$ cat src/rtl/mem_access_stage.sv
// LC-3b MEM stage: EX/MEM payload latch, data-memory handshake (incl. LDI/STI), MEM/WB register.
// Optional watchdog enabled by defining MEM_TIMEOUT_EN.
module mem_access_stage #(
  parameter int ADDR_W         = 16,
  parameter int TIMEOUT_CYCLES = 64
) (
  input  logic              clk,
  input  logic              reset,
  input  logic              ex_valid,
  input  logic [2:0]        ex_memop,
  input  logic [ADDR_W-1:0] ex_addr,
  input  logic [ADDR_W-1:0] ex_alu,
  input  logic [ADDR_W-1:0] ex_sdata,
  input  logic [2:0]        ex_dest,
  input  logic              ex_regwrite,
  input  logic [ADDR_W-1:0] dmem_rdata,
  input  logic              dmem_resp,
  output logic [ADDR_W-1:0] dmem_addr,
  output logic              dmem_read,
  output logic              dmem_write,
  output logic [ADDR_W-1:0] dmem_wdata,
  output logic [1:0]        dmem_byte_en,
  output logic              stall,
  output logic [ADDR_W-1:0] exmem_alu,
  output logic [2:0]        exmem_dest,
  output logic              exmem_regwrite,
  output logic              wb_valid,
  output logic [ADDR_W-1:0] wb_data,
  output logic [2:0]        wb_dest,
  output logic              wb_regwrite,
  output logic              mem_error
);

  // state      | meaning
  // S_IDLE     | payload captured; ALU ops retire, memory ops dispatch
  // S_ACCESS   | single data access (LDR/LDB/STR/STB) awaiting dmem_resp
  // S_IND_PTR  | LDI/STI pointer read awaiting dmem_resp
  // S_IND_ACCESS | LDI/STI access through latched pointer
  typedef enum logic [1:0] {S_IDLE, S_ACCESS, S_IND_PTR, S_IND_ACCESS} state_t;

  localparam logic [2:0] OP_LDR = 3'd1;
  localparam logic [2:0] OP_LDB = 3'd2;
  localparam logic [2:0] OP_STR = 3'd3;
  localparam logic [2:0] OP_STB = 3'd4;
  localparam logic [2:0] OP_LDI = 3'd5;
  localparam logic [2:0] OP_STI = 3'd6;

  state_t state, next_state;

  logic              p_valid;
  logic [2:0]        p_memop;
  logic [ADDR_W-1:0] p_addr;
  logic [ADDR_W-1:0] p_alu;
  logic [ADDR_W-1:0] p_sdata;
  logic [2:0]        p_dest;
  logic              p_regwrite;
  logic [ADDR_W-1:0] ptr;

  logic              is_mem, is_load, is_store, is_ind;
  logic              complete, ptr_load, timeout, advance;
  logic [7:0]        byte_sel;
  logic [ADDR_W-1:0] load_data;

  assign is_load  = (p_memop == OP_LDR) || (p_memop == OP_LDB) || (p_memop == OP_LDI);
  assign is_store = (p_memop == OP_STR) || (p_memop == OP_STB) || (p_memop == OP_STI);
  assign is_ind   = (p_memop == OP_LDI) || (p_memop == OP_STI);
  assign is_mem   = p_valid && (is_load || is_store);

  assign byte_sel  = p_addr[0] ? dmem_rdata[15:8] : dmem_rdata[7:0];
  assign load_data = (p_memop == OP_LDB) ? {{(ADDR_W-8){byte_sel[7]}}, byte_sel} : dmem_rdata;

  always_comb begin
    next_state   = state;
    dmem_addr    = '0;
    dmem_read    = 1'b0;
    dmem_write   = 1'b0;
    dmem_wdata   = '0;
    dmem_byte_en = 2'b00;
    complete     = 1'b0;
    ptr_load     = 1'b0;
    case (state)
      S_IDLE: begin
        if (is_mem) next_state = is_ind ? S_IND_PTR : S_ACCESS;
      end
      S_ACCESS: begin
        dmem_read  = is_load;
        dmem_write = is_store;
        if (p_memop == OP_LDB || p_memop == OP_STB) begin
          dmem_addr = p_addr;
        end else begin
          dmem_addr = {p_addr[ADDR_W-1:1], 1'b0};
        end
        if (p_memop == OP_STB) begin
          dmem_wdata   = {p_sdata[7:0], p_sdata[7:0]};
          dmem_byte_en = p_addr[0] ? 2'b10 : 2'b01;
        end else begin
          dmem_wdata   = p_sdata;
          dmem_byte_en = 2'b11;
        end
        if (dmem_resp) begin
          complete   = 1'b1;
          next_state = S_IDLE;
        end else if (timeout) begin
          next_state = S_IDLE;
        end
      end
      S_IND_PTR: begin
        dmem_read    = 1'b1;
        dmem_addr    = {p_addr[ADDR_W-1:1], 1'b0};
        dmem_byte_en = 2'b11;
        if (dmem_resp) begin
          ptr_load   = 1'b1;
          next_state = S_IND_ACCESS;
        end else if (timeout) begin
          next_state = S_IDLE;
        end
      end
      S_IND_ACCESS: begin
        dmem_read    = (p_memop == OP_LDI);
        dmem_write   = (p_memop == OP_STI);
        dmem_addr    = {ptr[ADDR_W-1:1], 1'b0};
        dmem_wdata   = p_sdata;
        dmem_byte_en = 2'b11;
        if (dmem_resp) begin
          complete   = 1'b1;
          next_state = S_IDLE;
        end else if (timeout) begin
          next_state = S_IDLE;
        end
      end
      default: next_state = S_IDLE;
    endcase
  end

  // Stall releases in the completion (or abort) cycle so upstream advances on the same edge.
  assign stall   = (state == S_IDLE) ? is_mem : !(complete || timeout);
  assign advance = ((state == S_IDLE) && !is_mem) || complete || timeout;

  always_ff @(posedge clk or posedge reset) begin
    if (reset) state <= S_IDLE;
    else       state <= next_state;
  end

  always_ff @(posedge clk or posedge reset) begin
    if (reset) begin
      p_valid    <= 1'b0;
      p_memop    <= '0;
      p_addr     <= '0;
      p_alu      <= '0;
      p_sdata    <= '0;
      p_dest     <= '0;
      p_regwrite <= 1'b0;
    end else if (advance) begin
      p_valid    <= ex_valid;
      p_memop    <= ex_memop;
      p_addr     <= ex_addr;
      p_alu      <= ex_alu;
      p_sdata    <= ex_sdata;
      p_dest     <= ex_dest;
      p_regwrite <= ex_regwrite;
    end
  end

  always_ff @(posedge clk or posedge reset) begin
    if (reset)         ptr <= '0;
    else if (ptr_load) ptr <= dmem_rdata;
  end

  always_ff @(posedge clk or posedge reset) begin
    if (reset) begin
      wb_valid    <= 1'b0;
      wb_data     <= '0;
      wb_dest     <= '0;
      wb_regwrite <= 1'b0;
    end else begin
      wb_valid <= 1'b0;
      if ((state == S_IDLE) && p_valid && !is_mem) begin
        wb_valid    <= 1'b1;
        wb_data     <= p_alu;
        wb_dest     <= p_dest;
        wb_regwrite <= p_regwrite;
      end else if (complete) begin
        wb_valid    <= 1'b1;
        wb_data     <= load_data;
        wb_dest     <= p_dest;
        wb_regwrite <= is_load && p_regwrite;
      end
    end
  end

  assign exmem_alu      = p_alu;
  assign exmem_dest     = p_dest;
  assign exmem_regwrite = p_regwrite && p_valid;

`ifdef MEM_TIMEOUT_EN
  localparam logic [7:0] WD_LOAD = 8'(TIMEOUT_CYCLES - 1);
  logic [7:0] wd_cnt;
  logic       err_q;

  // Reloads on every state change, so each request phase gets the full window.
  always_ff @(posedge clk or posedge reset) begin
    if (reset) begin
      wd_cnt <= WD_LOAD;
      err_q  <= 1'b0;
    end else begin
      if (state == S_IDLE || state != next_state) wd_cnt <= WD_LOAD;
      else if (wd_cnt != 8'd0)                    wd_cnt <= wd_cnt - 8'd1;
      if (timeout) err_q <= 1'b1;
    end
  end

  assign timeout   = (state != S_IDLE) && !dmem_resp && (wd_cnt == 8'd0);
  assign mem_error = err_q;
`else
  logic unused_cfg;
  assign unused_cfg = ^TIMEOUT_CYCLES;
  assign timeout    = 1'b0;
  assign mem_error  = 1'b0;
`endif

endmodule

$ cat config.mk
export PLATFORM = sky130hd
export DESIGN_NAME = mem_access_stage
export DESIGN_NICKNAME = d
export VERILOG_FILES = /design/src/rtl/mem_access_stage.sv
export SDC_FILE = /design/constraint.sdc
export NUM_CORES = 1
export LEC_CHECK = 0
export CORE_MARGIN = 2
export CORE_UTILIZATION = 45
export CTS_CLUSTER_SIZE = 25
export DETAILED_ROUTE_END_ITERATION = 12
export PLACE_DENSITY = 0.84
export SKIP_CTS_REPAIR_TIMING = 1
export SYNTH_ARGS = -nofsm -noshare
export SYNTH_HDL_FRONTEND = slang
export SYNTH_SLANG_ARGS = --single-unit
export TNS_END_PERCENT = 30
$ cat constraint.sdc
create_clock -name clk -period 4.15 [get_ports clk]
set_input_delay 0.83 -clock clk [delete_from_list [all_inputs] [get_ports clk]]
set_output_delay 0.83 -clock clk [all_outputs]
set_load 0.03 [all_outputs]
==> metrics.txt <==
# TYPE chip_impl_metric gauge
chip_impl_info{name="cts_tree",value="built"} 1
chip_impl_metric{name="global_route_usage_over_all_layers",unit="%"} 21.52
chip_impl_metric{name="boundaryPins",unit=""} 154
chip_impl_metric{name="average_cell_area_after_synthesis",unit="sq um"} 12.77
chip_impl_info{name="setup_repair_after_global_routing_missed_its_margin",value="no"} 1
chip_impl_metric{name="report.final.setup_viol",unit=""} 0
chip_impl_metric{name="synth_seq_cells",unit=""} 94
chip_impl_metric{name="drt_iter0_drcs",unit=""} 109
chip_impl_metric{name="wl_per_cell",unit="microns"} 17.97
chip_impl_info{name="crit_path_end_kind",value="output port"} 1
chip_impl_metric{name="pins_over_slew_limit",unit=""} 0
chip_impl_info{name="worstHoldPathType",value="register to register"} 1
chip_impl_metric{name="setup_total_negative_slack",unit="ns"} 0
chip_impl_metric{name="drtAntennaViolNets",unit=""} 0
chip_impl_metric{name="num_rows",unit=""} 35
chip_impl_metric{name="wire_length_of_the_first_global_routing_pass",unit="microns"} 17100
chip_impl_metric{name="insertion_delay",unit="ns"} 0.36
chip_impl_metric{name="synth-async-reset-ratio",unit="%"} 100.0
chip_impl_metric{name="drcViolationCount",unit=""} 0
chip_impl_metric{name="synthesis.nets",unit=""} 410
chip_impl_metric{name="clkSlewWorstSetupHoldPaths",unit="ns"} 0.10
chip_impl_metric{name="worst_tran_pin_value",unit="ns"} 0.7739
chip_impl_metric{name="hold_violations",unit=""} 0
chip_impl_metric{name="finish.utilization",unit="%"} 65.96
chip_impl_metric{name="floorplan_core_area",unit="sq mm"} 0.009240
chip_impl_metric{name="peak_supply_drop",unit="V"} 0.0005070
chip_impl_metric{name="grt_pass1_vias",unit=""} 3383
chip_impl_metric{name="synth_cells",unit=""} 335
chip_impl_metric{name="synth_enable_flop_cells",unit=""} 0
chip_impl_metric{name="globalRouteOverflowTotal",unit=""} 0
chip_impl_metric{name="final_cell_area",unit="sq mm"} 0.006095
chip_impl_metric{name="finalClockSkew",unit="ns"} 0.01182
chip_impl_info{name="postSynth.topFlopCell",value="dfrtp_1"} 1
chip_impl_metric{name="cts-buffers-inserted",unit=""} 9
chip_impl_metric{name="route.vias.total",unit=""} 3312
chip_impl_metric{name="num-fill-cells",unit=""} 733
chip_impl_metric{name="die_width",unit="microns"} 101.5
chip_impl_metric{name="dieArea",unit="sq mm"} 0.01030
chip_impl_metric{name="numPortBuffers",unit=""} 152
chip_impl_info{name="crit_type",value="register to output port"} 1
chip_impl_info{name="crit_path_start_kind",value="register"} 1
chip_impl_metric{name="multi_input_comb_area",unit="sq mm"} 0.001812
chip_impl_metric{name="period_minus_slack",unit="ns"} 3.747
chip_impl_metric{name="timing.reg2reg.worst_path_depth",unit=""} 4
chip_impl_metric{name="detailed_place.area",unit="sq mm"} 0.005914
chip_impl_info{name="cts_root_buf",value="clkbuf_8"} 1
chip_impl_metric{name="postRouteWirelength",unit="microns"} 11040
chip_impl_metric{name="worstPathMaxFanout",unit=""} 14
chip_impl_metric{name="layout_worst_path_cycle_share",unit="%"} 90.30
chip_impl_metric{name="area_of_the_mapped_netlist",unit="sq mm"} 0.004277
chip_impl_metric{name="ys_types",unit=""} 35
chip_impl_metric{name="clock_sink_count",unit=""} 94
chip_impl_info{name="outcome",value="finished clean"} 1
chip_impl_metric{name="drt_first_pass_iters",unit=""} 5
chip_impl_metric{name="dieHeight",unit="microns"} 101.5
chip_impl_metric{name="total_leakage_power",unit="nW"} 2.520
chip_impl_metric{name="areaGrowthSynthToFinish",unit="%"} 42.51
chip_impl_metric{name="worst_ep_required_time",unit="ns"} 3.32
chip_impl_metric{name="register_area",unit="sq mm"} 0.002352
chip_impl_metric{name="drv_cap",unit=""} 0
chip_impl_metric{name="final_layout_size_suffix_gt1_share",unit="%"} 21.65
chip_impl_metric{name="pin_count_of_the_biggest_net_entering_global_routing",unit=""} 57
chip_impl_metric{name="dpl.hpwl",unit="microns"} 8197
chip_impl_metric{name="timing.hold.worst_path_depth",unit=""} 1
chip_impl_metric{name="fmax",unit="GHz"} 0.2669
chip_impl_metric{name="ys.warnings.count",unit=""} 0
chip_impl_metric{name="worst-endpoint-arrival",unit="ns"} 2.92
chip_impl_metric{name="p_per_area",unit="mW/mm^2"} 937.9
chip_impl_metric{name="grt_antenna_before_repair",unit=""} 0
chip_impl_metric{name="antenna_cells_inserted",unit=""} 0
chip_impl_metric{name="synth_sequential_area_ratio",unit="%"} 55.00
chip_impl_metric{name="slew-limit-headroom",unit="%"} 48.17
chip_impl_metric{name="nNetsFinal",unit=""} 555
chip_impl_metric{name="initial_core_util",unit="%"} 46.28
chip_impl_metric{name="weighted_congestion_at_the_end_of_routability_driven_global_placement",unit=""} 0.8629
chip_impl_metric{name="htree_num_levels",unit=""} 3
chip_impl_metric{name="post_drt_via_cell_ratio",unit=""} 5.394
chip_impl_metric{name="clock_tree.buffer_depth",unit=""} 2
[critical path: stages (launching register included)]
cell and delay [ns]:
dfrtp_1 0.56, clkinv_1 0.30, nor2_1 0.27, nand2b_1 0.52
a22o_1 0.22, clkdlybuf4s50_1 0.66
[state kept, by name, summed over array words and instances, names as in the netlist]
| name | cells |
|---|---|
| p_regwrite | 1 |
| exmem_alu | 16 |
| ptr | 15 |
| exmem_dest | 3 |
| p_valid | 1 |
| wb_regwrite | 1 |
| wb_dest | 3 |
| p_sdata | 16 |
| state | 2 |
| wb_valid | 1 |
| p_addr | 16 |
| p_memop | 3 |
| wb_data | 16 |
[power by group]
part           internal [W]  switching (W)  leakage, nW
registers           0.00139       0.000400         1.11
clock network      0.000229       0.000344       0.0858
logic               0.00160        0.00175         1.33
total               0.00322        0.00250         2.52
[cells in the mapped netlist (2+ instances only)]
| master | count | area share, % |
|---|---|---|
| a211oi_1 | 7 | 1.2 |
| a21o_1 | 8 | 1.4 |
| a21oi_1 | 12 | 1.4 |
| a221o_1 | 9 | 2.1 |
| a22o_1 | 22 | 4.5 |
| a31oi_1 | 3 | 0.44 |
| and2_1 | 10 | 1.5 |
| buf_1 | 2 | 0.18 |
| buf_2 | 11 | 1.3 |
| clkbuf_1 | 10 | 0.88 |
| dfrtp_1 | 94 | 55 |
| inv_1 | 5 | 0.44 |
| mux2_2 | 73 | 19 |
| mux2i_1 | 10 | 2.3 |
| nand2_1 | 12 | 1.1 |
| nand2b_1 | 3 | 0.44 |
| nand3_1 | 2 | 0.23 |
| nor2_1 | 15 | 1.3 |
| nor4b_1 | 3 | 0.61 |
| nor4bb_1 | 2 | 0.47 |
| o21ai_0 | 6 | 0.70 |
| o22ai_1 | 2 | 0.29 |
| or3b_2 | 2 | 0.41 |
[cell usage in the layout (no fill, tap or decap), drive strengths merged, types with 3 or more instances in the layout]
cell type	n
a221o	9
dfrtp	94
clkdlybuf4s50	151
buf	7
nand2b	3
a31oi	3
nor4b	3
nand2	12
a21o	8
a21oi	12
a211oi	7
clkbuf	10
mux2	73
inv	9
a22o	22
nor2	16
and2	10
o21ai	6
mux2i	10
[final timing paths]
check                            startpoint            to  slack [ns]
min in group asynchronous             reset      state[1]        0.86
worst max register to register     state[0]    p_sdata[6]        1.70
worst max-delay path               state[1]  dmem_addr[4]        0.40
worst min register to register  wb_regwrite   wb_regwrite        0.50
worst min-delay path            wb_regwrite   wb_regwrite        0.50
max in group asynchronous             reset    p_sdata[8]        2.47
[cell families (layout without fill, tap and decap cells)]
| logic type | Yosys count | count (layout) | share of synthesized area, % |
|---|---|---|---|
| other | 1 | 1 | 0.08769 |
| AOI/OAI and AO/OA | 72 | 72 | 13.20 |
| and+or+nand+nor | 53 | 53 | 6.700 |
| muxes | 83 | 83 | 21.56 |
| buffers and inverters | 30 | 180 | 3.043 |
| xor gates and xnor gates | 2 | 2 | 0.4097 |
| DFF | 94 | 94 | 55.00 |
[final cells by class]
class	count	share of cell area (%)
Multi-Input combinational cell	211	29.73
Sequential cell	94	38.60
Tap cell	129	2.648
Clock inverter	6	0.8622
Inverter	6	0.4106
Clock buffer	10	2.094
Timing Repair Buffer	158	25.66
[layer usage]
layer / share of wire, % / GRT usage, %
met5: 0 / 0
met4: 1.9 / 7.069
met3: 8.2 / 5.935
met2: 48 / 36.12
met1: 42 / 27.06
[metrics by stage]
step | worst slack, ns | std cells | hold slack [ns] | total power [W]
floorplan | 0.8713 | 335 | 0.4792 | 0.003906
global placement | 0.9425 | 598 | 0.4747 | 0.005079
detailed placement | 0.8471 | 598 | 0.4790 | 0.005172
CTS | 0.4286 | 614 | 0.5001 | 0.005758
global route | 0.2681 | 614 | 0.5348 | 0.006027
finish | 0.4026 | 614 | 0.4964 | 0.005716
(Power assumes the default switching activity.)
